[src/rtl/prio_enc_pkg.sv]
// prio_enc_pkg: state encoding and helpers shared by prio_encoder_buf and prio_sel
package prio_enc_pkg;
  localparam int MAX_N = 64;
  localparam logic ST_EMPTY = 1'b0;
  localparam logic ST_FULL = 1'b1;
  function automatic logic [MAX_N-1:0] onehot(input int idx, input int n);
    return (MAX_N'(1) << idx) & ((MAX_N'(1) << n) - MAX_N'(1));
  endfunction
  function automatic int clog2(input int v);
    for (int r = 0; r < 32; r++)
      if ((64'd1 << r) >= 64'(v)) return r;
    return 32;
  endfunction
endpackage

[src/rtl/prio_sel.sv]
// prio_sel: combinational lowest-set-bit encoder
module prio_sel import prio_enc_pkg::*; #(
  parameter int N = 8,
  parameter int IDX_W = clog2(N)
) (
  input  logic [N-1:0]     vec,
  output logic [IDX_W-1:0] idx,
  output logic             found
);
  // scan high to low so the lowest set bit is written last and wins
  always_comb begin
    idx = '0;
    for (int i = N - 1; i >= 0; i--) idx = vec[i] ? IDX_W'(i) : idx;
  end
  assign found = |vec;
endmodule

[src/rtl/prio_encoder_buf.sv]
// prio_encoder_buf: buffered priority encoder with valid/ready output; PRIO_ENC_RR_EN selects round-robin
module prio_encoder_buf import prio_enc_pkg::*; #(
  parameter int N = 8,
  parameter int IDX_W = clog2(N)
) (
  input  logic             clk,
  input  logic             rst_n,
  input  logic [N-1:0]     req,
  output logic [IDX_W-1:0] out_idx,
  output logic             out_valid,
  input  logic             out_ready,
  output logic             pend_any
);
  logic [N-1:0] pend_q, pend_d, cand;
  logic [IDX_W-1:0] idx_q, idx_d, sel;
  logic valid_q, valid_d, found, load;
  assign cand = pend_q | req;
  assign load = (valid_q == ST_EMPTY) | out_ready;
`ifdef PRIO_ENC_RR_EN
  logic [IDX_W-1:0] rr_q, rr_d, m_idx, u_idx;
  logic [N-1:0] mask;
  logic m_found;
  assign mask = ~((N'(1) << rr_q) - N'(1));
  prio_sel #(.N(N), .IDX_W(IDX_W)) u_sel_m (.vec(cand & mask), .idx(m_idx), .found(m_found));
  prio_sel #(.N(N), .IDX_W(IDX_W)) u_sel_u (.vec(cand), .idx(u_idx), .found(found));
  assign sel = m_found ? m_idx : u_idx;
  assign rr_d = (load && found) ? ((sel == IDX_W'(N - 1)) ? '0 : sel + IDX_W'(1)) : rr_q;
  // round-robin search start, advanced past every issued index
  always_ff @(posedge clk or negedge rst_n)
    if (!rst_n) rr_q <= '0;
    else rr_q <= rr_d;
`else
  prio_sel #(.N(N), .IDX_W(IDX_W)) u_sel (.vec(cand), .idx(sel), .found(found));
`endif
  // next state: issue on load, otherwise hold the output and keep accumulating requests
  always_comb begin
    pend_d = cand;
    idx_d = idx_q;
    valid_d = valid_q;
    if (load) begin
      valid_d = found ? ST_FULL : ST_EMPTY;
      idx_d = found ? sel : idx_q;
      pend_d = found ? cand & ~N'(onehot(int'(sel), N)) : cand;
    end
  end
  // state registers
  always_ff @(posedge clk or negedge rst_n)
    if (!rst_n) begin
      pend_q <= '0;
      idx_q <= '0;
      valid_q <= ST_EMPTY;
    end else begin
      pend_q <= pend_d;
      idx_q <= idx_d;
      valid_q <= valid_d;
    end
  assign out_idx = idx_q;
  assign out_valid = valid_q;
  assign pend_any = |pend_q;
endmodule

[config.mk]
export PLATFORM = sky130hd
export DESIGN_NAME = prio_encoder_buf
export DESIGN_NICKNAME = d
export VERILOG_FILES = /design/src/rtl/prio_enc_pkg.sv /design/src/rtl/prio_sel.sv /design/src/rtl/prio_encoder_buf.sv
export SDC_FILE = /design/constraint.sdc
export NUM_CORES = 1
export LEC_CHECK = 0
export ABC_CLOCK_PERIOD_IN_PS = 1400
export CAP_MARGIN = 20
export CORE_MARGIN = 5
export CORE_UTILIZATION = 45
export CTS_CLUSTER_DIAMETER = 50
export CTS_CLUSTER_SIZE = 16
export DETAILED_ROUTE_END_ITERATION = 8
export GPL_TIMING_DRIVEN = 0
export PLACE_DENSITY = 0.75
export REMOVE_ABC_BUFFERS = 1
export SLEW_MARGIN = 10
export SYNTH_ARGS = -nofsm -noshare
export SYNTH_HDL_FRONTEND = slang
export SYNTH_SLANG_ARGS = --single-unit
[constraint.sdc]
create_clock -name clk -period 1.4 [get_ports clk]
set_input_delay 0.28 -clock clk [delete_from_list [all_inputs] [get_ports clk]]
set_output_delay 0.28 -clock clk [all_outputs]
set_load 0.01 [all_outputs]
# == Word level (Yosys, flattened, before mapping) ==
# Cells that the tools add are included.
# op_classes
shift,1
reduce_logical,3
n_mux,11
bitwise,5
# ops
op,n
two-way mux 3 bit,8
two-way mux 8 bit,2
OR reduction 8 bit,2
AND 8 bit,1
inverter 8 bit,1
OR 8 bit,1
"<< shifter 1 x 3 -> 8 bit, first input constant",1
AND reduction 2 bit,1
two-way mux 1 bit,1
inverter 1 bit,1
OR 1 bit,1
# word_totals
elab_cells,23
ff_bits,12
out_inout_bits,5

# == Longest topological paths before layout ==
# logic_depth
word_depth,14
ltp_mapped,5
depth_no_buf,4

# == Hierarchy ==
# From an unflattened synthesis, not the netlist that was laid out.
# hier_totals
cells_unflattened,57
hier_area_um2,611.8
# by_module_without_submodules
mod,area_each_um2,cells_per_inst,seq_area_each_um2,n_inst
prio_encoder_buf,530.5,44,300.3,1
prio_sel,81.3,13,0.0,1

# == Worst setup path before layout ==
# OpenSTA, ideal clock, no wires.
# synth_timing
path_kind,register -> register
from,register pend_q[2]
to,register idx_q[0] (netlist: out_idx[0])
stages_incl_launch_ff,5
required_ns,1.305
slack_ns,0.225
arrival_time_ns,1.080
n_path_buf,0
path_cell_list,dfrtp_1 -> nor4_2 -> and4_1 -> o21ai_1 -> o31ai_1
# synth_via
elab_chain_len,4
# synth_lines
item,line_no,text
"start, declared",prio_encoder_buf.sv:14,"logic [N-1:0] pend_q, pend_d, cand;"
"start signal, assigned",prio_encoder_buf.sv:53,pend_q <= pend_d;
OR 8 bit (*),prio_encoder_buf.sv:17,assign cand = pend_q | req;
two-way mux 3 bit (3 in a row),prio_sel.sv:13,for (int i = N - 1; i >= 0; i--) idx = vec[i] ? IDX_W'(i) : idx;
"end signal, assigned",prio_encoder_buf.sv:54,idx_q <= idx_d;
"end, declared",prio_encoder_buf.sv:15,"logic [IDX_W-1:0] idx_q, idx_d, sel;"
# Mark *: on every way between the ends. The rest lies on a longest branch, timed or not.
# A chain may end at the register's enable or synchronous reset.

# == Final worst setup path ==
# layout_timing
from,register pend_q[1]
to,output port pend_any
# layout_via
elab_chain_len,1
# layout_lines
item,line_no,text
OR reduction 8 bit,prio_encoder_buf.sv:59,assign pend_any = |pend_q;
"end, declared",prio_encoder_buf.sv:12,output logic pend_any
# No other way between the ends.

==> flow_metrics.tcl <==
set metrics [dict create \
    outcome "finished with violations" \
    failed_checks "setup timing" \
    final_net_count 93 \
    multiInputGateArea_um2 352 \
    placement_rows 13 \
    syn_to_final_growth_pct 44.5 \
    worst_hold_slack_ns 0.364 \
    number_of_distinct_library_cell_variants_in_the_gate_level_netlist_after_synthesis 24 \
    power.density_mw_per_mm2 770 \
    seq_area_um2 305 \
    post_drt_via_cell_ratio 5.66 \
    synth_area_um2 611 \
    fin_worst_skew_ns 0.00437 \
    timing.final.crit_share 1.07 \
    yosys_warnings 0 \
    core_outline_area_mm2 0.00128 \
    clock_tree.htree_level_count 1 \
    first_pass_grt_wire_length_um 2090 \
    max_ir_drop_vdd_v 0.000583 \
    critical_path_class "reg -> out" \
    r2r_slack_ns 0.01 \
    dp.cells 87 \
    synthCells 58 \
    worst-endpoint-required_ns 1.12 \
    cts.sinks 12 \
    crit_path_max_fanout 2 \
    hold_path_class "in -> async" \
    setup_slack_ns -0.0920 \
    synth_seq_area_share 0.492 \
    worst_slew_pin_slew_ns 0.564 \
    worstPathArrival_ns 1.21 \
    clock_insertion_delay_worst_skew_ns 0.27 \
    pre_cts_ws_ns -0.263 \
    via_count 538 \
    clock_tree.root_cell "clkbuf_4" \
    setup_violations 2 \
    max-cap-violations 0 \
    layout.cells.non_filler 95 \
    share_of_post_route_cells_with_drive_strength_above_1 0.325 \
    worstReg2RegEnd "out_idx[0]" \
    timing.critical_path.to_type "output pin" \
    rsz0062_at_grt "yes" \
    timing.critical_path.to "pend_any" \
    syn-mean-instance-area_um2 10.5 \
    die_x_um 46.8 \
    grt_overflow 0 \
    worst_slew_margin_rel 0.623 \
    io_buffer_count 15 \
    globalplace.congestion 0.836 \
    number_of_buffers_created_by_cts 3 \
    drtAntennaViolNets 0 \
    initialDrtViolationCount 9 \
    critPathLaunchType "flip-flop" \
    hpwlAfterDp_um 955 \
    dieHeight_um 46.8 \
    fillCellCount 111 \
    timing.rr.start "pend_q[6]" \
    io_pins 16 \
    maxSlewViolCount 0 \
    postCtsHoldBufs 0 \
    leakagePower_nw 0.318 \
    drt-total-wl_um 1490 \
    ctsLongestPathBuffers 2 \
    clock_tree_from_tritoncts "done" \
    num_antenna_cells 0 \
    track_usage 0.137 \
    achievable-frequency_mhz 670 \
    timing_hold_violations_final 0 \
    synth_seq_cells 12 \
    design.die.area_mm2 0.00219 \
    drcViolationCount 0 \
    first_global_vias 470 \
    route.detailed.wl_per_inst_um 15.6 \
    timing.reg2reg.worst_path_depth 4 \
    final.setup.tns_ns -0.103 \
    critPathLaunch "pend_q[1]" \
    initial_utilization 0.475 \
    maximum_number_of_pins_on_one_net_before_global_route_repair 13 \
    period_minus_slack_ns 1.49 \
    antenna_found_initial 0 \
    firstDrtPassIters 4 \
    clkSlewWorstSetupHoldPaths_ns 0.07 \
]
-- what timing repair did --
item / CTS / global route
setup endpoints to repair: 5 / 8
pin swaps: 3 / 2
setup buffers: 3 / 2
resized for setup: 14 / 7
-- where the power goes --
part,switching [mW],total (mW),internal [mW]
clock,0.112,0.212,0.0997
combinational,0.0472,0.0941,0.0469
sequential,0.0123,0.373,0.361
-- Yosys cell counts (all sizes together) --
library cell | count | share of area
a31oi | 2 | 0.020
a311oi | 1 | 0.014
o31ai | 1 | 0.012
and2 | 1 | 0.010
o21a | 1 | 0.012
nand2b | 1 | 0.010
nor2 | 9 | 0.072
nand2 | 7 | 0.043
a21oi | 7 | 0.057
nor4 | 6 | 0.13
nand3 | 1 | 0.0082
and4 | 1 | 0.014
clkbuf | 1 | 0.0061
dfrtp | 12 | 0.49
o21ai | 3 | 0.025
inv | 1 | 0.0061
and3 | 2 | 0.023
o311ai | 1 | 0.043
-- critical path: stages (launching register included) --
cell     delay (ns)
dfrtp_2        0.43
nor4_4         0.29
nand2_1        0.08
buf_2          0.14
-- placed cells by master, fill, tap and decap left out, drive strengths merged --
| master | count |
|---|---|
| dfrtp | 12 |
| clkdlybuf4s50 | 9 |
| nor2 | 9 |
| a21oi | 7 |
| nand2 | 7 |
| nor4 | 6 |
| buf | 6 |
| dlygate4sd2 | 4 |
| clkbuf | 3 |
| o21ai | 3 |
| a31oi | 2 |
| and3 | 2 |
| o311ai | 1 |
| nand3 | 1 |
| nand2b | 1 |
| and2 | 1 |
| o21a | 1 |
| a311oi | 1 |
| and4 | 1 |
| inv | 1 |
| o31ai | 1 |
| dlymetal6s2s | 1 |
-- area by class of cell --
class	instances	share of cell area
Clock buffer	3	0.0255
Inverter	1	0.00426
Multi-Input combinational cell	44	0.399
Sequential cell	12	0.346
Tap cell	15	0.0213
Timing Repair Buffer	20	0.204
-- metrics by stage --
| stage | cell area (um^2) | total power, mW | util |
|---|---|---|---|
| after floorplan | 607 | 0.403 | - |
| final | 882 | 0.679 | 0.686 |
| after global routing | 882 | 0.698 | 0.686 |
| after CTS | 832 | 0.679 | 0.648 |
| after detailed placement | 776 | 0.470 | 0.604 |
| after global placement | 776 | 0.467 | 0.604 |
-- cells by family (layout without fill, tap and decap cells) --
group,Yosys count,after routing,synth area share
buf+inv,2,24,0.0123
compound gates,16,16,0.184
simple gates,28,28,0.312
flops,12,12,0.492
-- layer usage --
layer / track usage / routed length, um / vias up
met2: 0.214 / 737 / 17
met3: 0.0230 / 90 / 7
met4: 0.0829 / 40 / 0
met1: 0.178 / 618 / 254
li1: - / - / 260
met5: 0 / 0 / -
-- sequential cells by signal, indices dropped and copies added (netlist names) --
signal     count
pend_q         8
out_idx        3
out_valid      1
-- worst min path at each step --
stage	start	end	slack, ns	cells after the start
floorplan	rst_n	out_idx[0]	-0.02	0
detailed placement	out_idx[0]	out_idx[0]	0.50	2
finish	rst_n	out_idx[1]	0.36	1
global route	rst_n	out_valid	0.41	1
global placement	out_idx[0]	out_idx[0]	0.48	2
CTS	rst_n	out_idx[1]	0.38	1
Note: power is estimated with default switching activity, not from simulation.
